[config.mk]
export PLATFORM = sky130hd
export DESIGN_NAME = chaos_seq_ctrl
export DESIGN_NICKNAME = d
export VERILOG_FILES = /design/src/rtl/chaos_seq_ctrl_pkg.sv /design/src/rtl/chaos_seq_ctrl_stuck_det.sv /design/src/rtl/chaos_seq_ctrl.sv
export SDC_FILE = /design/constraint.sdc
export NUM_CORES = 1
export LEC_CHECK = 0
export CAP_MARGIN = 20
export CORE_ASPECT_RATIO = 0.7
export CORE_MARGIN = 5
export CORE_UTILIZATION = 55
export CTS_CLUSTER_SIZE = 16
export DETAILED_ROUTE_END_ITERATION = 7
export PLACE_DENSITY = 0.94
export SLEW_MARGIN = 20
export SYNTH_ARGS = -nofsm -noshare
export SYNTH_HDL_FRONTEND = slang
export SYNTH_HIERARCHICAL = 1
export SYNTH_SLANG_ARGS = --single-unit
[constraint.sdc]
create_clock -name clk -period 5.25 [get_ports clk]
set_input_delay 0.7875 -clock clk [delete_from_list [all_inputs] [get_ports clk]]
set_output_delay 0.7875 -clock clk [all_outputs]
set_load 0.1 [all_outputs]
[src/rtl/chaos_seq_ctrl_pkg.sv]
// Shared definitions for the logistic-map sequencer: state encoding,
// Q8.8 constants and the seed sanitise / reseed helpers.
package chaos_seq_ctrl_pkg;

  typedef enum logic [1:0] {
    ST_IDLE   = 2'd0,
    ST_LOAD   = 2'd1,
    ST_WARMUP = 2'd2,
    ST_RUN    = 2'd3
  } state_e;

  localparam logic [15:0] Q_ONE       = 16'h0100;
  localparam logic [15:0] Q_HALF      = 16'h0080;
  localparam logic [7:0]  RESEED_STEP = 8'd37;

  // A seed of zero is a fixed point and anything at or above 1.0 leaves the
  // unit interval, so both are replaced by 0.5.
  function automatic logic [15:0] sanitize_seed(input logic [15:0] s);
    logic [15:0] res;
    if ((s == 16'h0000) || (s >= Q_ONE)) begin
      res = Q_HALF;
    end else begin
      res = s;
    end
    return res;
  endfunction

  // Step the fractional part of the seed; a zero result would reseed straight
  // into the collapsed orbit, so it is bumped to the smallest non-zero value.
  function automatic logic [15:0] next_seed(input logic [15:0] s);
    logic [7:0] lo;
    lo = s[7:0] + RESEED_STEP;
    if (lo == 8'h00) begin
      lo = 8'h01;
    end else begin
      lo = lo;
    end
    return {8'h00, lo};
  endfunction

endpackage

[src/rtl/chaos_seq_ctrl_stuck_det.sv]
// Collapsed-orbit detector: remembers the last accepted map state and counts
// how many accepted samples in a row repeated it. Flags a hit when the
// accepted sample is zero or the repeat run reaches STUCK_LIMIT-1.
module chaos_seq_ctrl_stuck_det
  import chaos_seq_ctrl_pkg::*;
#(
  parameter int WIDTH       = 16,
  parameter int STUCK_LIMIT = 4
) (
  input  logic             clk,
  input  logic             reset,
  input  logic             clear,
  input  logic             accept,
  input  logic [WIDTH-1:0] sample,
  output logic             hit
);

  localparam int SAME_W = (STUCK_LIMIT > 1) ? $clog2(STUCK_LIMIT) : 1;
  localparam int SAME_LAST_I = (STUCK_LIMIT > 1) ? (STUCK_LIMIT - 1) : 0;
  localparam logic [SAME_W-1:0] SAME_LAST = SAME_LAST_I[SAME_W-1:0];

  logic [WIDTH-1:0]  last_q, last_d;
  logic              last_vld_q, last_vld_d;
  logic [SAME_W-1:0] same_cnt_q, same_cnt_d;
  logic [SAME_W-1:0] same_next_s;
  logic              repeat_s;

  // Next repeat count and hit decision for the sample being accepted now.
  always_comb begin
    repeat_s    = last_vld_q && (sample == last_q);
    if (repeat_s) begin
      same_next_s = same_cnt_q + SAME_W'(1'b1);
    end else begin
      same_next_s = '0;
    end
    hit = accept && ((sample == '0) || (same_next_s == SAME_LAST));
  end

  // History update: a load forgets the previous orbit, an accept records it.
  always_comb begin
    last_d     = last_q;
    last_vld_d = last_vld_q;
    same_cnt_d = same_cnt_q;
    if (clear) begin
      last_vld_d = 1'b0;
      same_cnt_d = '0;
    end else if (accept) begin
      last_d     = sample;
      last_vld_d = 1'b1;
      same_cnt_d = same_next_s;
    end else begin
      last_vld_d = last_vld_q;
    end
  end

  // History registers.
  always_ff @(posedge clk or posedge reset) begin
    if (reset) begin
      last_q     <= '0;
      last_vld_q <= 1'b0;
      same_cnt_q <= '0;
    end else begin
      last_q     <= last_d;
      last_vld_q <= last_vld_d;
      same_cnt_q <= same_cnt_d;
    end
  end

endmodule

[src/rtl/chaos_seq_ctrl.sv]
// Sequencer for the Q8.8 logistic-map core: loads seed and r, discards the
// warm-up transient, streams fractional sample bytes over valid/ready and
// reseeds automatically when the orbit collapses.
module chaos_seq_ctrl
  import chaos_seq_ctrl_pkg::*;
#(
  parameter int WIDTH       = 16,
  parameter int FRAC        = 8,
  parameter int OUT_W       = 8,
  parameter int WARMUP      = 64,
  parameter int STUCK_LIMIT = 4
) (
  input  logic             clk,
  input  logic             reset,
  input  logic             start,
  input  logic             stop,
  input  logic [WIDTH-1:0] seed,
  input  logic [WIDTH-1:0] r_param,
  input  logic [15:0]      len,
  output logic             map_load,
  output logic             map_en,
  output logic [WIDTH-1:0] map_x_init,
  output logic [WIDTH-1:0] map_r,
  input  logic [WIDTH-1:0] map_out,
  output logic             out_valid,
  input  logic             out_ready,
  output logic [OUT_W-1:0] out_data,
  output logic             busy,
  output logic             done,
  output logic             stuck
);

  localparam int WARM_W = (WARMUP > 0) ? $clog2(WARMUP + 1) : 1;
  localparam int WARM_LAST_I = (WARMUP > 0) ? (WARMUP - 1) : 0;
  localparam logic [WARM_W-1:0] WARM_LAST = WARM_LAST_I[WARM_W-1:0];

  state_e            state_q, state_d, run_next_s;
  logic [WIDTH-1:0]  seed_q, seed_d;
  logic [WIDTH-1:0]  r_q, r_d;
  logic [15:0]       len_q, len_d;
  logic [15:0]       sample_cnt_q, sample_cnt_d, cnt_inc_s;
  logic [WARM_W-1:0] warm_cnt_q, warm_cnt_d;
  logic              map_load_q, map_load_d;
  logic              busy_q, busy_d;
  logic              done_q, done_d;
  logic              stuck_q, stuck_d;
  logic              handshake_s;
  logic              stuck_hit_s;

  // The core only advances on a handshake in RUN, so out_data holds under
  // backpressure without any extra sample register.
  assign out_valid   = (state_q == ST_RUN);
  assign handshake_s = out_valid && out_ready;
  assign map_en      = (state_q == ST_WARMUP) || handshake_s;
  assign out_data    = map_out[FRAC-1 -: OUT_W];

  assign map_load   = map_load_q;
  assign busy       = busy_q;
  assign done       = done_q;
  assign stuck      = stuck_q;
  assign map_x_init = seed_q;
  assign map_r      = r_q;

  chaos_seq_ctrl_stuck_det #(
    .WIDTH       (WIDTH),
    .STUCK_LIMIT (STUCK_LIMIT)
  ) u_stuck_det (
    .clk    (clk),
    .reset  (reset),
    .clear  (state_q == ST_LOAD),
    .accept (handshake_s),
    .sample (map_out),
    .hit    (stuck_hit_s)
  );

  // Next-state, counter and registered-output computation for the sequencer.
  always_comb begin
    state_d      = state_q;
    run_next_s   = ST_RUN;
    seed_d       = seed_q;
    r_d          = r_q;
    len_d        = len_q;
    sample_cnt_d = sample_cnt_q;
    warm_cnt_d   = warm_cnt_q;
    stuck_d      = stuck_q;
    done_d       = 1'b0;
    cnt_inc_s    = sample_cnt_q + 16'd1;

    case (state_q)
      ST_IDLE: begin
        if (start) begin
          r_d          = r_param;
          len_d        = len;
          seed_d       = sanitize_seed(seed);
          stuck_d      = 1'b0;
          sample_cnt_d = 16'd0;
          state_d      = ST_LOAD;
        end else begin
          state_d = ST_IDLE;
        end
      end

      ST_LOAD: begin
        warm_cnt_d = '0;
        if (stop) begin
          state_d = ST_IDLE;
        end else if (WARMUP == 0) begin
          state_d = ST_RUN;
        end else begin
          state_d = ST_WARMUP;
        end
      end

      ST_WARMUP: begin
        warm_cnt_d = warm_cnt_q + WARM_W'(1'b1);
        if (stop) begin
          state_d = ST_IDLE;
        end else if (warm_cnt_q == WARM_LAST) begin
          state_d = ST_RUN;
        end else begin
          state_d = ST_WARMUP;
        end
      end

      ST_RUN: begin
        if (handshake_s) begin
          sample_cnt_d = cnt_inc_s;
          if ((len_q != 16'd0) && (cnt_inc_s == len_q)) begin
            // Completing the stream beats a simultaneous reseed.
            done_d     = 1'b1;
            stuck_d    = stuck_q || stuck_hit_s;
            run_next_s = ST_IDLE;
          end else if (stuck_hit_s) begin
            stuck_d    = 1'b1;
            seed_d     = next_seed(seed_q);
            run_next_s = ST_LOAD;
          end else begin
            run_next_s = ST_RUN;
          end
        end else begin
          run_next_s = ST_RUN;
        end
        state_d = stop ? ST_IDLE : run_next_s;
      end

      default: begin
        state_d = ST_IDLE;
      end
    endcase

    map_load_d = (state_d == ST_LOAD);
    busy_d     = (state_d != ST_IDLE);
  end

  // State, captured configuration, counters and registered outputs.
  always_ff @(posedge clk or posedge reset) begin
    if (reset) begin
      state_q      <= ST_IDLE;
      seed_q       <= '0;
      r_q          <= '0;
      len_q        <= 16'd0;
      sample_cnt_q <= 16'd0;
      warm_cnt_q   <= '0;
      map_load_q   <= 1'b0;
      busy_q       <= 1'b0;
      done_q       <= 1'b0;
      stuck_q      <= 1'b0;
    end else begin
      state_q      <= state_d;
      seed_q       <= seed_d;
      r_q          <= r_d;
      len_q        <= len_d;
      sample_cnt_q <= sample_cnt_d;
      warm_cnt_q   <= warm_cnt_d;
      map_load_q   <= map_load_d;
      busy_q       <= busy_d;
      done_q       <= done_d;
      stuck_q      <= stuck_d;
    end
  end

endmodule

# ---- After elaboration in Yosys (flattened, before gate mapping)
# Index checks and enable logic that the tools add are counted.
# W data, S select, Z words.
dict set report totals {
  out_inout_bits 46
  input_bits 69
  ff_bits 96
  wordCells 87
}
dict set report classes {
  add_sub_neg 4
  eq_ne 13
  mux 33
  reduce_logical 22
  bitwise_logic 1
  n_lt_le_gt_ge 1
}
# op n
set op_table {}
lappend op_table {{$mux W16} 7}
lappend op_table {{$pmux W16 S2} 2}
lappend op_table {{$eq A16 B16 Y1} 2}
lappend op_table {{$logic_not A16 Y1} 2}
lappend op_table {{$mux W2} 9}
lappend op_table {{$add A16 B1 Y16 const B} 1}
lappend op_table {{$ge A16 B9 Y1 const B} 1}
lappend op_table {{$reduce_bool A16 Y1} 1}
lappend op_table {{$pmux W7 S2} 1}
lappend op_table {{$mux W1} 11}
lappend op_table {{$add A8 B6 Y8 const B} 1}
lappend op_table {{$logic_not A8 Y1} 1}
lappend op_table {{$mux W8} 1}
lappend op_table {{$pmux W2 S4} 1}
lappend op_table {{$reduce_bool A2 Y1} 4}
lappend op_table {{$add A7 B1 Y7 const B} 1}
lappend op_table {{$eq A7 B6 Y1 const B} 1}
lappend op_table {{$eq A2 B2 Y1 const B} 3}
lappend op_table {{$reduce_and A5 Y1} 1}
lappend op_table {{$eq A2 B1 Y1 const B} 2}
lappend op_table {{$logic_and A1 B1 Y1} 4}
lappend op_table {{$logic_or A1 B1 Y1} 4}
lappend op_table {{$ne A2 B1 Y1 const B} 2}
lappend op_table {{$ne A2 B2 Y1 const B} 2}
lappend op_table {{8 further kinds} 9}

# ---- Logic depth before layout (Yosys ltp)
dict set report depth {
  depth_word 12
  ltp_mapped 12
  mapped_depth_nobuf 12
}

# ---- Hierarchy
# The synthesis kept the hierarchy.
# mod n_inst seq_area_each_um2 area_per_inst_um2 cells_each
set by_module_without_submodules {}
lappend by_module_without_submodules {chaos_seq_ctrl 1 1926.8 4179.0 411}
lappend by_module_without_submodules {chaos_seq_ctrl_stuck_det 1 475.5 996.0 95}

# ---- Worst setup path before layout
# OpenSTA, ideal clock, no wires.
dict set report synth_timing {
  path_type {register -> register}
  startpoint {register state_q[0]}
  endpoint {register seed_q[10], in the netlist map_x_init[10]}
  period_less_slack_ns 3.427
  path_buffers 1
  t_required_ns 5.128
  t_arrival_ns 3.305
  slack_ns 1.823
  setup_ns 0.122
  stages_incl_launch_ff 12
  cell_sequence {dfrtp_1 > ha_1 > nand2_1 > inv_1 > inv_1 > nor2_1 > nand4_1 > o31ai_1 > inv_1 > o31a_4 > buf_6 > and2_1}
}
dict set report synth_via {
  elab_chain_cells 5
  elab_cells_between_ends 11
  cone_classes {eq/ne: 5; mux: 1; reduce/logical: 5}
}
# item line_no
set synth_rtl {}
lappend synth_rtl {{start, declared} chaos_seq_ctrl.sv:37} ;# state_e state_q, state_d, run_next_s;
lappend synth_rtl {{start signal, assigned} chaos_seq_ctrl.sv:169} ;# state_q <= state_d;
lappend synth_rtl {{$eq A2 B2 Y1} --}
lappend synth_rtl {{net out_valid} chaos_seq_ctrl.sv:25} ;# output logic out_valid,
lappend synth_rtl {{$logic_and A1 B1 Y1} chaos_seq_ctrl.sv:53} ;# assign handshake_s = out_valid && out_ready;
lappend synth_rtl {{net handshake_s} chaos_seq_ctrl.sv:47} ;# logic handshake_s;
lappend synth_rtl {{$logic_and A1 B1 Y1} chaos_seq_ctrl_stuck_det.sv:36} ;# hit = accept && ((sample == '0) || (same_next_s == SAME_LAST));
lappend synth_rtl {{net stuck_hit_s} chaos_seq_ctrl.sv:48} ;# logic stuck_hit_s;
lappend synth_rtl {{$ne A2 B1 Y1 (no line)} --}
lappend synth_rtl {{$reduce_and A5 Y1 (no line)} --}
lappend synth_rtl {{end signal, assigned} chaos_seq_ctrl.sv:159} ;# seed_q <= '0;
lappend synth_rtl {{end signal, assigned} chaos_seq_ctrl.sv:170} ;# seed_q <= seed_d;
lappend synth_rtl {{end, declared} chaos_seq_ctrl.sv:38} ;# logic [WIDTH-1:0] seed_q, seed_d;
# The timed path passes the listed nets, and every way through them passes these cells.
# A chain may end at the register's enable or synchronous reset.

# ---- Worst setup path in the final report
dict set report layout_timing {
  startpoint {register state_q[0]}
  endpoint {output map_en}
}
dict set report layout_via {
  elab_chain_cells 3
  elab_cells_between_ends 4
  cone_classes {eq/ne: 2; reduce/logical: 2}
}
# item line_no
set layout_rtl {}
lappend layout_rtl {{$eq A2 B2 Y1} --}
lappend layout_rtl {{$logic_and A1 B1 Y1} chaos_seq_ctrl.sv:53}
lappend layout_rtl {{$logic_or A1 B1 Y1 *} chaos_seq_ctrl.sv:54} ;# assign map_en = (state_q == ST_WARMUP) || handshake_s;
lappend layout_rtl {{end, declared} chaos_seq_ctrl.sv:21} ;# output logic map_en,
# Every way passes the cells marked *; elsewhere a longest branch is shown, timed or not.

==> impl_results.md <==
* Outcome: finished, final reports clean
* Worst setup SP type: register
* Core area at 9110 µm²
* Cts bufs inserted at 9
* Syn Inst Count at 506
* Area growth syn-to-layout at 29.8%
* Layout cells sized above 1 at 0.125
* Post-Syn Nets at 583
* Async SR Flop Fraction at 1.00
* Peak fanout along the critical path at 14
* Clock root cell: clkbuf_16
* Setup TNS at 0 ns
* Power per Cell Area at 380 nW/µm²
* CTS hold repair buffers at 0
* Power Total at 2.55 mW
* Cell Int Power at 1.61 mW
* Worst Tran Pin Value at 1.03 ns
* CTS resizes at 0
* Switching power at 0.944 mW
* Most common cell type on the critical path: nand2_1
* DR vias at 4502
* I/O Buffers at 114
* DRC at 0
* H-tree Lvls at 3
* Syn_area_per_cell at 10.2 µm²
* Number of diodes at 0
* Die ar. at 11500 µm²
* Routed wire length at 14000 µm
* Part of the power in registers at 0.367
* Rows at 29
* Final Hold Viols at 0
* Initial drt markers at 497
* Most frequent cells in the layout: 114 x clkdlybuf4s50_1, 96 x dfrtp_1, 46 x nand2_1, 44 x mux2_2, 31 x o21ai_0
* Via/cell ratio at 6.09
* Leakage at 2.77 nW
* CTS sink count at 96
* Min Tclk post-route at 3.64 ns
* Clock-pin slew on the worst setup and hold paths at 0.07 ns
* Crit path capture type: output pin
* Layout Nets at 688
* Congestion Overflow GR at 0
* Die X at 126 µm
* GPL Wtd Cong at 1.01
* Relative slew margins at 0.313
* CTS max path bufs at 2
* Sequential element share of the synthesized area at 0.464
* TritonRoute pass-1 iters at 5
* DP HPWL at 10200 µm
* First-pass GRT wire length at 23200 µm
* Max Freq at 0.275 GHz
* GRT Overall Usage at 0.249
* Switch share at 0.370
* CP max stage delay at 1.17 ns
* Most common cell after layout, fill and taps aside: clkdlybuf4s50_1
* Largest net degree at the start of global routing at 49
* Post-Synthesis Cell Area at 5170 µm²
* Number of global-route vias before repair at 4733
* Height of the die at 91.2 µm
* Ports at 115
* Clock Skew at 0.00640 ns
* Required time of the worst setup path at 4.46 ns
* Clock group share of total power at 0.296
* EDFF count, synth at 0
* Logic pwr share at 0.338
* Final setup fails at 0
* Final period util at 0.693
* Starting Density at 0.568
* Setup Fix Bufs, Post-CTS at 0
* Count of final max-slew check failures at 0
* Main synth FF type: dfrtp_1
* Fin cells at 739
* Dpl cells at 724
* Worst hold path type: register to register
* Critical path class: register to output pin
* Initial antenna violation count at 0
* RSZ-0062 raised after global routing: false
* Area after DPL at 6370 µm²
* Max-cap violation count at 0
* Synth cell types at 63
* Synth warn at 6
* Worst-Skew Late Latency at 0.35 ns
* Final Cell Area at 6720 µm²
* CTS tree: done
* Crit-path cells: ha_1 -> nand2_1 -> nand2_1 -> clkdlybuf4s50_1
* ANT nets after route at 0
* #FFs+latches synth at 96
* Wire per inst at 19.0 µm
* Worst EP arrival at 2.85 ns
* CP max stage cell: clkdlybuf4s50_1
* Peak supply drop at 349 µV
-- synth_stat cells, types with 12 or more instances --
| library cell | instances | area [µm²] |
|---|---|---|
| inv_1 | 25 | 93.8 |
| nor2_1 | 26 | 97.6 |
| xnor2_1 | 23 | 201 |
| o21ai_0 | 31 | 155 |
| nor4_1 | 12 | 75.1 |
| a21oi_1 | 18 | 90.1 |
| nand3_1 | 14 | 70.1 |
| dfrtp_1 | 96 | 2400 |
| xor2_1 | 12 | 105 |
| and2_1 | 12 | 75.1 |
| o31ai_1 | 12 | 90.1 |
| mux2_2 | 44 | 495 |
| nand2_1 | 46 | 173 |
-- metrics by stage --
step                setup slack [ns]  utilization  hold slack [ns]
floorplan                       1.82            -            0.466
global placement                1.74        0.700            0.471
detailed placement              1.65        0.700            0.472
CTS                             1.63        0.737            0.496
global route                    1.51        0.738            0.519
finish                          1.61        0.738            0.493
-- worst max-delay path: cells and delay by family (launching register included) --
kind          cells  cell delay [ns]
fa+ha+maj         1             0.51
buf+inv           1             1.17
simple gates      2             0.42
flops             1             0.41
-- per-layer routing --
metal  track usage  share of wire  vias to the layer above  wire length (µm)
li1              -              -                     2013                 -
met5             0              0                        -                 0
met4         0.103          0.030                        0               420
met2         0.393           0.47                      268              6650
met3        0.0733          0.089                       49              1260
met1         0.324           0.41                     2172              5710
-- power by group through the flow --
| stage | registers (mW) | logic [mW] | clock network [mW] |
|---|---|---|---|
| 2_1_floorplan | 1.23 | 0.330 | 0 |
| 6_report | 0.935 | 0.861 | 0.755 |
| 3_3_place_gp | 0.936 | 0.828 | 0 |
| 5_1_grt | 0.948 | 0.908 | 0.796 |
| 4_1_cts | 0.933 | 0.859 | 0.762 |
| 3_5_place_dp | 0.943 | 0.854 | 0 |
-- area by class of cell --
cell class,count,area [µm²]
clock buffer,10,239
clock inverter,5,105
fill,616,2390
inverter,25,95.1
multi-input combinational,360,2540
sequential,96,2400
tap,124,155
timing repair buffer,119,1180
-- worst paths after layout --
path	slack, ns	cells past startpoint	endpoint	start
min in group asynchronous	0.93	2	u_stuck_det/last_q[13]	reset
hold reg to reg	0.49	1	map_x_init[11]	map_x_init[11]
setup reg to reg	1.99	11	map_x_init[7]	state_q[0]
hold / removal	0.49	1	map_x_init[11]	map_x_init[11]
setup / recovery	1.61	4	map_en	state_q[0]
max in group asynchronous	3.42	3	stuck	reset
-- state kept, by name, summed over array words and instances (netlist names) --
| register | count |
|---|---|
| sample_cnt_q | 16 |
| u_stuck_det/same_cnt_q | 2 |
| state_q | 2 |
| u_stuck_det/last_q | 16 |
| map_load | 1 |
| len_q | 16 |
| busy | 1 |
| u_stuck_det/last_vld_q | 1 |
| stuck | 1 |
| done | 1 |
| map_r | 16 |
| map_x_init | 16 |
| warm_cnt_q | 7 |
-- logic make-up (layout without fill, tap and decap cells) --
family                     after synthesis  count (layout)  share of synthesized area
DFF                                     96              96                      0.464
buffers and inverters                   50             159                     0.0445
adders and majority gates                8               8                     0.0193
AOI/OAI and AO/OA                      101             101                      0.130
xor gates and xnor gates                36              36                     0.0636
muxes                                   45              45                     0.0977
and+or+nand+nor                        170             170                      0.181
Power figures use the tool's default switching activity.
